[config.mk]
export PLATFORM = sky130hd
export DESIGN_NAME = csr_unit_flat
export DESIGN_NICKNAME = d
export VERILOG_FILES = /design/src/rtl/csr_if.sv /design/src/rtl/csr_unit.sv /design/src/flat_wrapper.sv
export SDC_FILE = /design/constraint.sdc
export NUM_CORES = 2
export LEC_CHECK = 0
export ABC_CLOCK_PERIOD_IN_PS = 9400
export CAP_MARGIN = 40
export CORE_MARGIN = 2
export CORE_UTILIZATION = 46
export DETAILED_ROUTE_END_ITERATION = 8
export PLACE_DENSITY = 0.69
export SLEW_MARGIN = 20
export SYNTH_ARGS = -nofsm -noshare
export SYNTH_HDL_FRONTEND = slang
export SYNTH_SLANG_ARGS = --single-unit
[constraint.sdc]
create_clock -name clk -period 9.4 [get_ports clk]
set_clock_uncertainty 0.1 [all_clocks]
set_input_delay 1.88 -clock clk [delete_from_list [all_inputs] [get_ports clk]]
set_output_delay 1.88 -clock clk [all_outputs]
set_load 0.005 [all_outputs]
[src/rtl/csr_if.sv]
// CSR access, trap and interrupt signals between the pipeline (master) and the
// machine-mode CSR unit (slave). HPM_W must equal max(NB_HPM,1) of the unit.
interface csr_if #(
    parameter int HPM_W = 2
);
    logic [11:0]      CSR_RADR_SD;
    logic [31:0]      CSR_RDATA_SC;
    logic             CSR_ILLEGAL_SC;
    logic             CSR_ENABLE_SM;
    logic [1:0]       CSR_OP_SM;
    logic [11:0]      CSR_WADR_SM;
    logic [31:0]      CSR_WDATA_SM;
    logic             EXCEPTION_SM;
    logic             MRET_SM;
    logic [31:0]      MEPC_WDATA_SM;
    logic [31:0]      MCAUSE_WDATA_SM;
    logic [31:0]      MTVAL_WDATA_SM;
    logic             INSTR_RETIRED_SM;
    logic [HPM_W-1:0] HPM_EVENT_SM;
    logic             MEIP_IN;
    logic             MTIP_IN;
    logic             MSIP_IN;
    logic [31:0]      MEPC_SC;
    logic [31:0]      MSTATUS_RC;
    logic [31:0]      MTVEC_VALUE_RC;
    logic [31:0]      MIE_VALUE_RC;
    logic [31:0]      MIP_VALUE_RC;
    logic [31:0]      MCAUSE_SC;
    logic             IRQ_PENDING_RC;
    logic [31:0]      IRQ_CAUSE_RC;
    logic [31:0]      TRAP_TARGET_RC;

    modport master (
        output CSR_RADR_SD, CSR_ENABLE_SM, CSR_OP_SM, CSR_WADR_SM, CSR_WDATA_SM,
               EXCEPTION_SM, MRET_SM, MEPC_WDATA_SM, MCAUSE_WDATA_SM, MTVAL_WDATA_SM,
               INSTR_RETIRED_SM, HPM_EVENT_SM, MEIP_IN, MTIP_IN, MSIP_IN,
        input  CSR_RDATA_SC, CSR_ILLEGAL_SC, MEPC_SC, MSTATUS_RC, MTVEC_VALUE_RC,
               MIE_VALUE_RC, MIP_VALUE_RC, MCAUSE_SC, IRQ_PENDING_RC, IRQ_CAUSE_RC,
               TRAP_TARGET_RC
    );

    modport slave (
        input  CSR_RADR_SD, CSR_ENABLE_SM, CSR_OP_SM, CSR_WADR_SM, CSR_WDATA_SM,
               EXCEPTION_SM, MRET_SM, MEPC_WDATA_SM, MCAUSE_WDATA_SM, MTVAL_WDATA_SM,
               INSTR_RETIRED_SM, HPM_EVENT_SM, MEIP_IN, MTIP_IN, MSIP_IN,
        output CSR_RDATA_SC, CSR_ILLEGAL_SC, MEPC_SC, MSTATUS_RC, MTVEC_VALUE_RC,
               MIE_VALUE_RC, MIP_VALUE_RC, MCAUSE_SC, IRQ_PENDING_RC, IRQ_CAUSE_RC,
               TRAP_TARGET_RC
    );
endinterface

[src/rtl/csr_unit.sv]
// Machine-mode CSR file: status/trap registers, interrupt selection and
// mcycle/minstret/mhpm counters with inhibit control.
module csr_unit #(
    parameter int          NB_HPM     = 2,
    parameter int          CNT_W      = 64,
    parameter logic [31:0] MISA_VALUE = 32'h40100100,
    parameter int          VEC_EN     = 1
) (
    input  logic  clk,
    input  logic  reset_n,
    csr_if.slave  bus
);
    localparam int          NB_CNT       = NB_HPM + 2;
    localparam int          HI_W         = CNT_W - 32;
    localparam logic [31:0] INHIBIT_MASK = 32'h5 | (((32'h1 << NB_HPM) - 32'h1) << 3);

    logic        armed_reg;
    logic        mie_bit_reg, mpie_bit_reg;
    logic [2:0]  mie_en_reg;            // {MEIE, MTIE, MSIE}
    logic [2:0]  mip_reg;               // {MEIP, MTIP, MSIP}
    logic [29:0] mtvec_base_reg;
    logic        mtvec_mode_reg;
    logic [29:0] mepc_reg;
    logic [31:0] mscratch_reg, mcause_reg, mtval_reg, minhibit_reg;
    logic [CNT_W-1:0] cnt_val [NB_CNT];

    logic [31:0] mstatus_val, mie_val, mip_val, mtvec_val, mepc_val;
    logic [32:0] rd_view, wr_view;
    logic [31:0] wval;
    logic        wr_en;

    assign mstatus_val = {19'b0, 2'b11, 3'b0, mpie_bit_reg, 3'b0, mie_bit_reg, 3'b0};
    assign mie_val     = {20'b0, mie_en_reg[2], 3'b0, mie_en_reg[1], 3'b0, mie_en_reg[0], 3'b0};
    assign mip_val     = {20'b0, mip_reg[2], 3'b0, mip_reg[1], 3'b0, mip_reg[0], 3'b0};
    assign mtvec_val   = {mtvec_base_reg, 1'b0, mtvec_mode_reg};
    assign mepc_val    = {mepc_reg, 2'b00};

    // Counter k lives at address offset 0 (mcycle), 2 (minstret) or k+1 (mhpm);
    // the same offset is its mcountinhibit bit.
    function automatic logic [11:0] cnt_off(input int k);
        return (k == 0) ? 12'd0 : 12'(k + 1);
    endfunction

    // Returns {illegal, data} for an address.
    function automatic logic [32:0] csr_read(input logic [11:0] adr);
        logic [32:0] r;
        logic [63:0] ext;
        r = {1'b1, 32'h0};
        case (adr)
            12'h300: r = {1'b0, mstatus_val};
            12'h301: r = {1'b0, MISA_VALUE};
            12'h304: r = {1'b0, mie_val};
            12'h305: r = {1'b0, mtvec_val};
            12'h310: r = {1'b0, 32'h0};
            12'h320: r = {1'b0, minhibit_reg};
            12'h340: r = {1'b0, mscratch_reg};
            12'h341: r = {1'b0, mepc_val};
            12'h342: r = {1'b0, mcause_reg};
            12'h343: r = {1'b0, mtval_reg};
            12'h344: r = {1'b0, mip_val};
            default: begin
                for (int k = 0; k < NB_CNT; k++) begin
                    ext = 64'(cnt_val[k]);
                    if (adr == 12'hB00 + cnt_off(k)) r = {1'b0, ext[31:0]};
                    if (adr == 12'hB80 + cnt_off(k)) r = {1'b0, ext[63:32]};
                end
            end
        endcase
        return r;
    endfunction

    always_comb begin
        rd_view = csr_read(bus.CSR_RADR_SD);
        wr_view = csr_read(bus.CSR_WADR_SM);
        case (bus.CSR_OP_SM)
            2'b01:   wval = bus.CSR_WDATA_SM;
            2'b10:   wval = wr_view[31:0] | bus.CSR_WDATA_SM;
            2'b11:   wval = wr_view[31:0] & ~bus.CSR_WDATA_SM;
            default: wval = wr_view[31:0];
        endcase
    end

    assign bus.CSR_RDATA_SC   = rd_view[31:0];
    assign bus.CSR_ILLEGAL_SC = rd_view[32];
    assign wr_en = armed_reg && bus.CSR_ENABLE_SM && (bus.CSR_OP_SM != 2'b00) &&
                   !bus.EXCEPTION_SM && !bus.MRET_SM && (bus.CSR_WADR_SM[11:10] != 2'b11);

    // armed_reg swallows the first edge after reset release so stale inputs are not applied.
    always_ff @(posedge clk or negedge reset_n) begin
        if (!reset_n) begin
            armed_reg      <= 1'b0;
            mie_bit_reg    <= 1'b0;
            mpie_bit_reg   <= 1'b0;
            mie_en_reg     <= '0;
            mip_reg        <= '0;
            mtvec_base_reg <= '0;
            mtvec_mode_reg <= 1'b0;
            mepc_reg       <= '0;
            mscratch_reg   <= '0;
            mcause_reg     <= '0;
            mtval_reg      <= '0;
            minhibit_reg   <= '0;
        end else if (!armed_reg) begin
            armed_reg <= 1'b1;
        end else begin
            mip_reg <= {bus.MEIP_IN, bus.MTIP_IN, bus.MSIP_IN};
            if (bus.EXCEPTION_SM) begin
                mepc_reg     <= bus.MEPC_WDATA_SM[31:2];
                mcause_reg   <= bus.MCAUSE_WDATA_SM;
                mtval_reg    <= bus.MTVAL_WDATA_SM;
                mpie_bit_reg <= mie_bit_reg;
                mie_bit_reg  <= 1'b0;
            end else if (bus.MRET_SM) begin
                mie_bit_reg  <= mpie_bit_reg;
                mpie_bit_reg <= 1'b1;
            end else if (wr_en) begin
                case (bus.CSR_WADR_SM)
                    12'h300: begin
                        mie_bit_reg  <= wval[3];
                        mpie_bit_reg <= wval[7];
                    end
                    12'h304: mie_en_reg <= {wval[11], wval[7], wval[3]};
                    12'h305: begin
                        mtvec_base_reg <= wval[31:2];
                        mtvec_mode_reg <= (VEC_EN != 0) && wval[0];
                    end
                    12'h320: minhibit_reg <= wval & INHIBIT_MASK;
                    12'h340: mscratch_reg <= wval;
                    12'h341: mepc_reg     <= wval[31:2];
                    12'h342: mcause_reg   <= wval;
                    12'h343: mtval_reg    <= wval;
                    default: ;
                endcase
            end
        end
    end

    genvar gi;
    generate
        for (gi = 0; gi < NB_CNT; gi++) begin : g_cnt
            localparam logic [11:0] OFF = (gi == 0) ? 12'd0 : 12'(gi + 1);
            logic [CNT_W-1:0] cnt_reg;
            logic ev, wr_lo, wr_hi;
            if (gi == 0) begin : g_ev
                assign ev = 1'b1;
            end else if (gi == 1) begin : g_ev
                assign ev = bus.INSTR_RETIRED_SM;
            end else begin : g_ev
                assign ev = bus.HPM_EVENT_SM[gi-2];
            end
            assign wr_lo = wr_en && (bus.CSR_WADR_SM == 12'hB00 + OFF);
            assign wr_hi = wr_en && (bus.CSR_WADR_SM == 12'hB80 + OFF);
            always_ff @(posedge clk or negedge reset_n) begin
                if (!reset_n) begin
                    cnt_reg <= '0;
                end else if (armed_reg) begin
                    if (wr_lo)
                        cnt_reg[31:0] <= wval;
                    else if (wr_hi)
                        cnt_reg[CNT_W-1:32] <= wval[HI_W-1:0];
                    else if (ev && !minhibit_reg[OFF[4:0]])
                        cnt_reg <= cnt_reg + 1'b1;
                end
            end
            assign cnt_val[gi] = cnt_reg;
        end
    endgenerate

    logic [2:0]  pend;
    logic        irq;
    logic [3:0]  code;
    assign pend = mip_reg & mie_en_reg;
    assign irq  = mie_bit_reg && (|pend);

    always_comb begin
        if (pend[2])      code = 4'd11;
        else if (pend[0]) code = 4'd3;
        else if (pend[1]) code = 4'd7;
        else              code = 4'd0;
    end

    assign bus.IRQ_PENDING_RC = irq;
    assign bus.IRQ_CAUSE_RC   = irq ? {1'b1, 27'b0, code} : 32'h0;
    assign bus.TRAP_TARGET_RC = (mtvec_mode_reg && irq) ?
                                {mtvec_base_reg, 2'b00} + {26'b0, code, 2'b00} :
                                {mtvec_base_reg, 2'b00};
    assign bus.MEPC_SC        = mepc_val;
    assign bus.MSTATUS_RC     = mstatus_val;
    assign bus.MTVEC_VALUE_RC = mtvec_val;
    assign bus.MIE_VALUE_RC   = mie_val;
    assign bus.MIP_VALUE_RC   = mip_val;
    assign bus.MCAUSE_SC      = mcause_reg;
endmodule

[src/flat_wrapper.sv]
// flat-port wrapper written by rule: the top's interface ports become plain ports
module csr_unit_flat 
#(
    parameter int          NB_HPM     = 2,
    parameter int          CNT_W      = 64,
    parameter logic [31:0] MISA_VALUE = 32'h40100100,
    parameter int          VEC_EN     = 1
)
  (clk, reset_n, bus_CSR_RADR_SD, bus_CSR_ENABLE_SM, bus_CSR_OP_SM, bus_CSR_WADR_SM, bus_CSR_WDATA_SM, bus_EXCEPTION_SM, bus_MRET_SM, bus_MEPC_WDATA_SM, bus_MCAUSE_WDATA_SM, bus_MTVAL_WDATA_SM, bus_INSTR_RETIRED_SM, bus_HPM_EVENT_SM, bus_MEIP_IN, bus_MTIP_IN, bus_MSIP_IN, bus_CSR_RDATA_SC, bus_CSR_ILLEGAL_SC, bus_MEPC_SC, bus_MSTATUS_RC, bus_MTVEC_VALUE_RC, bus_MIE_VALUE_RC, bus_MIP_VALUE_RC, bus_MCAUSE_SC, bus_IRQ_PENDING_RC, bus_IRQ_CAUSE_RC, bus_TRAP_TARGET_RC);
  csr_if #(.HPM_W(NB_HPM)) bus_i ();
  input  logic clk;
  input  logic reset_n;
  input wire logic [$bits(bus_i.CSR_RADR_SD)-1:0] bus_CSR_RADR_SD;
  input wire logic [$bits(bus_i.CSR_ENABLE_SM)-1:0] bus_CSR_ENABLE_SM;
  input wire logic [$bits(bus_i.CSR_OP_SM)-1:0] bus_CSR_OP_SM;
  input wire logic [$bits(bus_i.CSR_WADR_SM)-1:0] bus_CSR_WADR_SM;
  input wire logic [$bits(bus_i.CSR_WDATA_SM)-1:0] bus_CSR_WDATA_SM;
  input wire logic [$bits(bus_i.EXCEPTION_SM)-1:0] bus_EXCEPTION_SM;
  input wire logic [$bits(bus_i.MRET_SM)-1:0] bus_MRET_SM;
  input wire logic [$bits(bus_i.MEPC_WDATA_SM)-1:0] bus_MEPC_WDATA_SM;
  input wire logic [$bits(bus_i.MCAUSE_WDATA_SM)-1:0] bus_MCAUSE_WDATA_SM;
  input wire logic [$bits(bus_i.MTVAL_WDATA_SM)-1:0] bus_MTVAL_WDATA_SM;
  input wire logic [$bits(bus_i.INSTR_RETIRED_SM)-1:0] bus_INSTR_RETIRED_SM;
  input wire logic [$bits(bus_i.HPM_EVENT_SM)-1:0] bus_HPM_EVENT_SM;
  input wire logic [$bits(bus_i.MEIP_IN)-1:0] bus_MEIP_IN;
  input wire logic [$bits(bus_i.MTIP_IN)-1:0] bus_MTIP_IN;
  input wire logic [$bits(bus_i.MSIP_IN)-1:0] bus_MSIP_IN;
  output wire logic [$bits(bus_i.CSR_RDATA_SC)-1:0] bus_CSR_RDATA_SC;
  output wire logic [$bits(bus_i.CSR_ILLEGAL_SC)-1:0] bus_CSR_ILLEGAL_SC;
  output wire logic [$bits(bus_i.MEPC_SC)-1:0] bus_MEPC_SC;
  output wire logic [$bits(bus_i.MSTATUS_RC)-1:0] bus_MSTATUS_RC;
  output wire logic [$bits(bus_i.MTVEC_VALUE_RC)-1:0] bus_MTVEC_VALUE_RC;
  output wire logic [$bits(bus_i.MIE_VALUE_RC)-1:0] bus_MIE_VALUE_RC;
  output wire logic [$bits(bus_i.MIP_VALUE_RC)-1:0] bus_MIP_VALUE_RC;
  output wire logic [$bits(bus_i.MCAUSE_SC)-1:0] bus_MCAUSE_SC;
  output wire logic [$bits(bus_i.IRQ_PENDING_RC)-1:0] bus_IRQ_PENDING_RC;
  output wire logic [$bits(bus_i.IRQ_CAUSE_RC)-1:0] bus_IRQ_CAUSE_RC;
  output wire logic [$bits(bus_i.TRAP_TARGET_RC)-1:0] bus_TRAP_TARGET_RC;
  assign bus_i.CSR_RADR_SD = bus_CSR_RADR_SD;
  assign bus_i.CSR_ENABLE_SM = bus_CSR_ENABLE_SM;
  assign bus_i.CSR_OP_SM = bus_CSR_OP_SM;
  assign bus_i.CSR_WADR_SM = bus_CSR_WADR_SM;
  assign bus_i.CSR_WDATA_SM = bus_CSR_WDATA_SM;
  assign bus_i.EXCEPTION_SM = bus_EXCEPTION_SM;
  assign bus_i.MRET_SM = bus_MRET_SM;
  assign bus_i.MEPC_WDATA_SM = bus_MEPC_WDATA_SM;
  assign bus_i.MCAUSE_WDATA_SM = bus_MCAUSE_WDATA_SM;
  assign bus_i.MTVAL_WDATA_SM = bus_MTVAL_WDATA_SM;
  assign bus_i.INSTR_RETIRED_SM = bus_INSTR_RETIRED_SM;
  assign bus_i.HPM_EVENT_SM = bus_HPM_EVENT_SM;
  assign bus_i.MEIP_IN = bus_MEIP_IN;
  assign bus_i.MTIP_IN = bus_MTIP_IN;
  assign bus_i.MSIP_IN = bus_MSIP_IN;
  assign bus_CSR_RDATA_SC = bus_i.CSR_RDATA_SC;
  assign bus_CSR_ILLEGAL_SC = bus_i.CSR_ILLEGAL_SC;
  assign bus_MEPC_SC = bus_i.MEPC_SC;
  assign bus_MSTATUS_RC = bus_i.MSTATUS_RC;
  assign bus_MTVEC_VALUE_RC = bus_i.MTVEC_VALUE_RC;
  assign bus_MIE_VALUE_RC = bus_i.MIE_VALUE_RC;
  assign bus_MIP_VALUE_RC = bus_i.MIP_VALUE_RC;
  assign bus_MCAUSE_SC = bus_i.MCAUSE_SC;
  assign bus_IRQ_PENDING_RC = bus_i.IRQ_PENDING_RC;
  assign bus_IRQ_CAUSE_RC = bus_i.IRQ_CAUSE_RC;
  assign bus_TRAP_TARGET_RC = bus_i.TRAP_TARGET_RC;
  csr_unit #(.NB_HPM(NB_HPM), .CNT_W(CNT_W), .MISA_VALUE(MISA_VALUE), .VEC_EN(VEC_EN)) u_core (.clk(clk), .reset_n(reset_n), .bus(bus_i));
endmodule
==> flow_metrics.env <==
export IMPL_cts_hold_buf=0
export IMPL_dp_hpwl_microns=136000
export IMPL_crit_fanout=24
export IMPL_combPwrFrac_pct=15.6
export IMPL_crit_arrival_ns=6.11
export IMPL_ir_worst_vdd_uv=140
export IMPL_power_leakage_nw=15.2
export IMPL_wire_per_inst_microns=34.1
export IMPL_p_switching_w=0.00158
export IMPL_synthSimpleGateAreaFrac_pct=23.3
export IMPL_grt_use_total_pct=48.9
export IMPL_netlist_top_cells_area="dfrtp_1 33%, a21oi_1 7.3%, o21ai_0 7.1%, nand2_1 4.3%, and3_1 3.7%"
export IMPL_critPathKind="in2out"
export IMPL_yosysSeqAreaShare_pct=32.9
export IMPL_cts_reportedPaths_clkPinSlew_ns=0.06
export IMPL_power_density_nw_per_um2=131
export IMPL_synthFlopType="dfrtp_1"
export IMPL_cp_required_ns=7.42
export IMPL_seqPwrFrac_pct=41.5
export IMPL_first_global_vias=35700
export IMPL_core_area_sq_um=69900
export IMPL_route_vias_total=39400
export IMPL_crit_cells=10
export IMPL_fin_area_sq_um=38700
export IMPL_synth_avg_cell_area_sq_um=7.67
export IMPL_synthCells=4231
export IMPL_status="finished, violations left"
export IMPL_reg2reg_depth=12
export IMPL_critPathTopFamily="simple AND/OR/NAND/NOR gates"
export IMPL_min_period_ns=8.09
export IMPL_yosysTopAreaCell="dfrtp_1"
export IMPL_routed_wl_microns=184000
export IMPL_setup_viol=0
export IMPL_rsz0062_at_grt="no"
export IMPL_p_int_w=0.00349
export IMPL_drive_gt1_share_pct=9.04
export IMPL_via_per_inst=7.27
export IMPL_gp_congestion=1.10
export IMPL_tightest_slew_ns=1.27
export IMPL_synth_xor_area_share_pct=0.999
export IMPL_p_clk_share_pct=42.8
export IMPL_postCtsResizedCells=0
export IMPL_dr_first_iter_drc_count=7169
export IMPL_antenna_found_initial=18
export IMPL_dr_pass1_iters=9
export IMPL_post_cts_buffers=0
export IMPL_synth_edff_count=0
export IMPL_cts_buffer_depth=3
export IMPL_crit_slowest_cell="nor4_1"
export IMPL_area_growth_pct=19.4
export IMPL_die_y_microns=270
export IMPL_final_antenna_net_count=0
export IMPL_drv_cap=0
export IMPL_synth_common_cells="472 x a21oi_1, 461 x o21ai_0, 426 x dfrtp_1"
export IMPL_io_buffers=332
export IMPL_hold_violations=0
export IMPL_cts_buffers=53
export IMPL_max_stage_delay_ns=0.68
export IMPL_fmax_mhz=124
export IMPL_synth_compound_area_share_pct=31.9
export IMPL_drc=3
export IMPL_largest_reg_flops=256
export IMPL_yosysMostFrequentCell="a21oi_1"
export IMPL_die_x_microns=270
export IMPL_swShare_pct=31.1
export IMPL_grt_max_degree=153
export IMPL_hold_class="reg2reg"
export IMPL_start_kind="primary input"
export IMPL_yosys_warnings=0
export IMPL_finalCritPeriodShare_pct=86.0
export IMPL_fin_setup_tns_ns=0
export IMPL_cts_tree="built"
export IMPL_synth_top_family_by_area="compound AO/OA/AOI/OAI gates"
export IMPL_worstSkewPairLatency_ns=0.64
export IMPL_crit_buf_inv=3
export IMPL_crit_chain="clkdlybuf4s50_1, nor4_1, nand3_1, nor4_2, a211oi_1, nand2_2, buf_4, nor3_1, a31oi_1, clkdlybuf4s50_1"
export IMPL_synth_seq_cells=426
export IMPL_synthAdderAreaFrac_pct=0.370
export IMPL_async_flop_share_pct=100
export IMPL_htreeDepth=2
export IMPL_grt_pass1_wl_microns=262000
export IMPL_critPathCaptureType="output port"
export IMPL_final_nets=4593
export IMPL_cts_sinks=426
export IMPL_num_rows=97
export IMPL_max_slew_margin_pct=15.1
export IMPL_cts_root_buf="clkbuf_16"
export IMPL_synth_top_cell_area_share_pct=32.9
export IMPL_hold_path_depth=2
export IMPL_synth_area_mux_share_pct=2.11
export IMPL_syn_area_sq_um=32400
export IMPL_hold_slack_ns=0.410
export IMPL_crit_path_frequent_cell="clkdlybuf4s50_1"
export IMPL_die_area_sq_um=72700
export IMPL_final_cells=5413
export IMPL_ios=455
export IMPL_postPlaceCellArea_sq_um=36800
export IMPL_drv_slew=0
export IMPL_overflow=0
export IMPL_yosysUniqueCellTypes=97
export IMPL_dp_cells=5290
export IMPL_start_util_pct=46.4
export IMPL_violations="design-rule violations"
-- power groups by stage --
stage,combinational (W),clock (W),sequential (W)
after floorplan,0.000381,0,0.00204
after detailed placement,0.000749,0,0.00212
after global placement,0.000724,0,0.00212
after CTS,0.000752,0.00217,0.00209
after global routing,0.000825,0.00224,0.00211
final,0.000792,0.00217,0.00211
-- cells in the final DEF, fill, tap and decap left out, types with 20 or more instances in the layout --
cell type / instances
clkdlybuf4s50_1: 325
conb_1: 121
buf_4: 156
a22o_1: 34
a22oi_1: 64
dfrtp_1: 425
o22ai_1: 63
o21ai_0: 460
nand3_1: 164
a221oi_1: 46
a32oi_1: 22
inv_1: 50
a31oi_1: 85
clkbuf_16: 55
mux2i_1: 39
nor2_1: 277
nor3_1: 137
nand2b_1: 25
xnor2_1: 25
and2_1: 28
a222oi_1: 75
nand4_1: 84
o221ai_1: 34
o211ai_1: 26
o21ai_1: 27
a21oi_1: 470
nand2_1: 368
buf_8: 20
nor4_1: 42
and3_1: 190
and4_1: 23
nor3b_1: 21
a211oi_1: 29
-- per-stage QoR --
stage                     utilization [%]  total power, W  setup slack, ns
after floorplan                         -         0.00242             3.35
after global placement               51.9         0.00284             1.51
after detailed placement             52.6         0.00287             1.48
after CTS                            55.1         0.00501             1.45
after global routing                 55.4         0.00517             1.28
final                                55.4         0.00507             1.31
-- tightest hold or removal path: cells and delay by family, from the launching register on --
family | cells | cell delay [ns]
AOI/OAI and AO/OA | 1 | 0.06
and+or+nand+nor | 1 | 0.05
DFF | 1 | 0.36
-- worst paths after layout --
kind | from | end | slack, ns
max | bus_CSR_RADR_SD[7] | bus_CSR_RDATA_SC[20] | 1.31
min | u_core.mscratch_reg[31] | u_core.mscratch_reg[31] | 0.41
max reg2reg | u_core.armed_reg | u_core.g_cnt[0].cnt_reg[51] | 5.04
min reg2reg | u_core.mscratch_reg[31] | u_core.mscratch_reg[31] | 0.41
max in group asynchronous | reset_n | u_core.mtvec_base_reg[21] | 6.45
min in group asynchronous | reset_n | u_core.g_cnt[2].cnt_reg[35] | 1.23
-- layout make-up --
| type | count | area [sq um] |
|---|---|---|
| diodes | 15 | 37.5 |
| clock buffers | 70 | 1520 |
| clock inverters | 24 | 268 |
| fillers | 6736 | 31200 |
| inverters | 52 | 195 |
| multi-input cells | 3352 | 19800 |
| flip-flops and latches | 426 | 10700 |
| well taps | 940 | 1180 |
| repair buffers | 534 | 5050 |
-- layer usage --
| layer | global-route usage [%] | up-vias | wire (microns) |
|---|---|---|---|
| met3 | 17.7 | 868 | 27000 |
| li1 | - | 16200 | - |
| met1 | 59.8 | 18800 | 64400 |
| met4 | 35.4 | 17 | 16800 |
| met2 | 70.8 | 3442 | 75900 |
| met5 | 1.71 | - | 256 |
-- cell families after synthesis --
kind of cell,Yosys count
AO/OA/AOI/OAI,1639
XOR/XNOR,37
adder cells (fa/ha/maj),9
buffers and inverters,572
flip-flops,426
multiplexers,60
other,2
AND/OR/NAND/NOR,1486
Note: power is estimated with default switching activity, not from simulation.
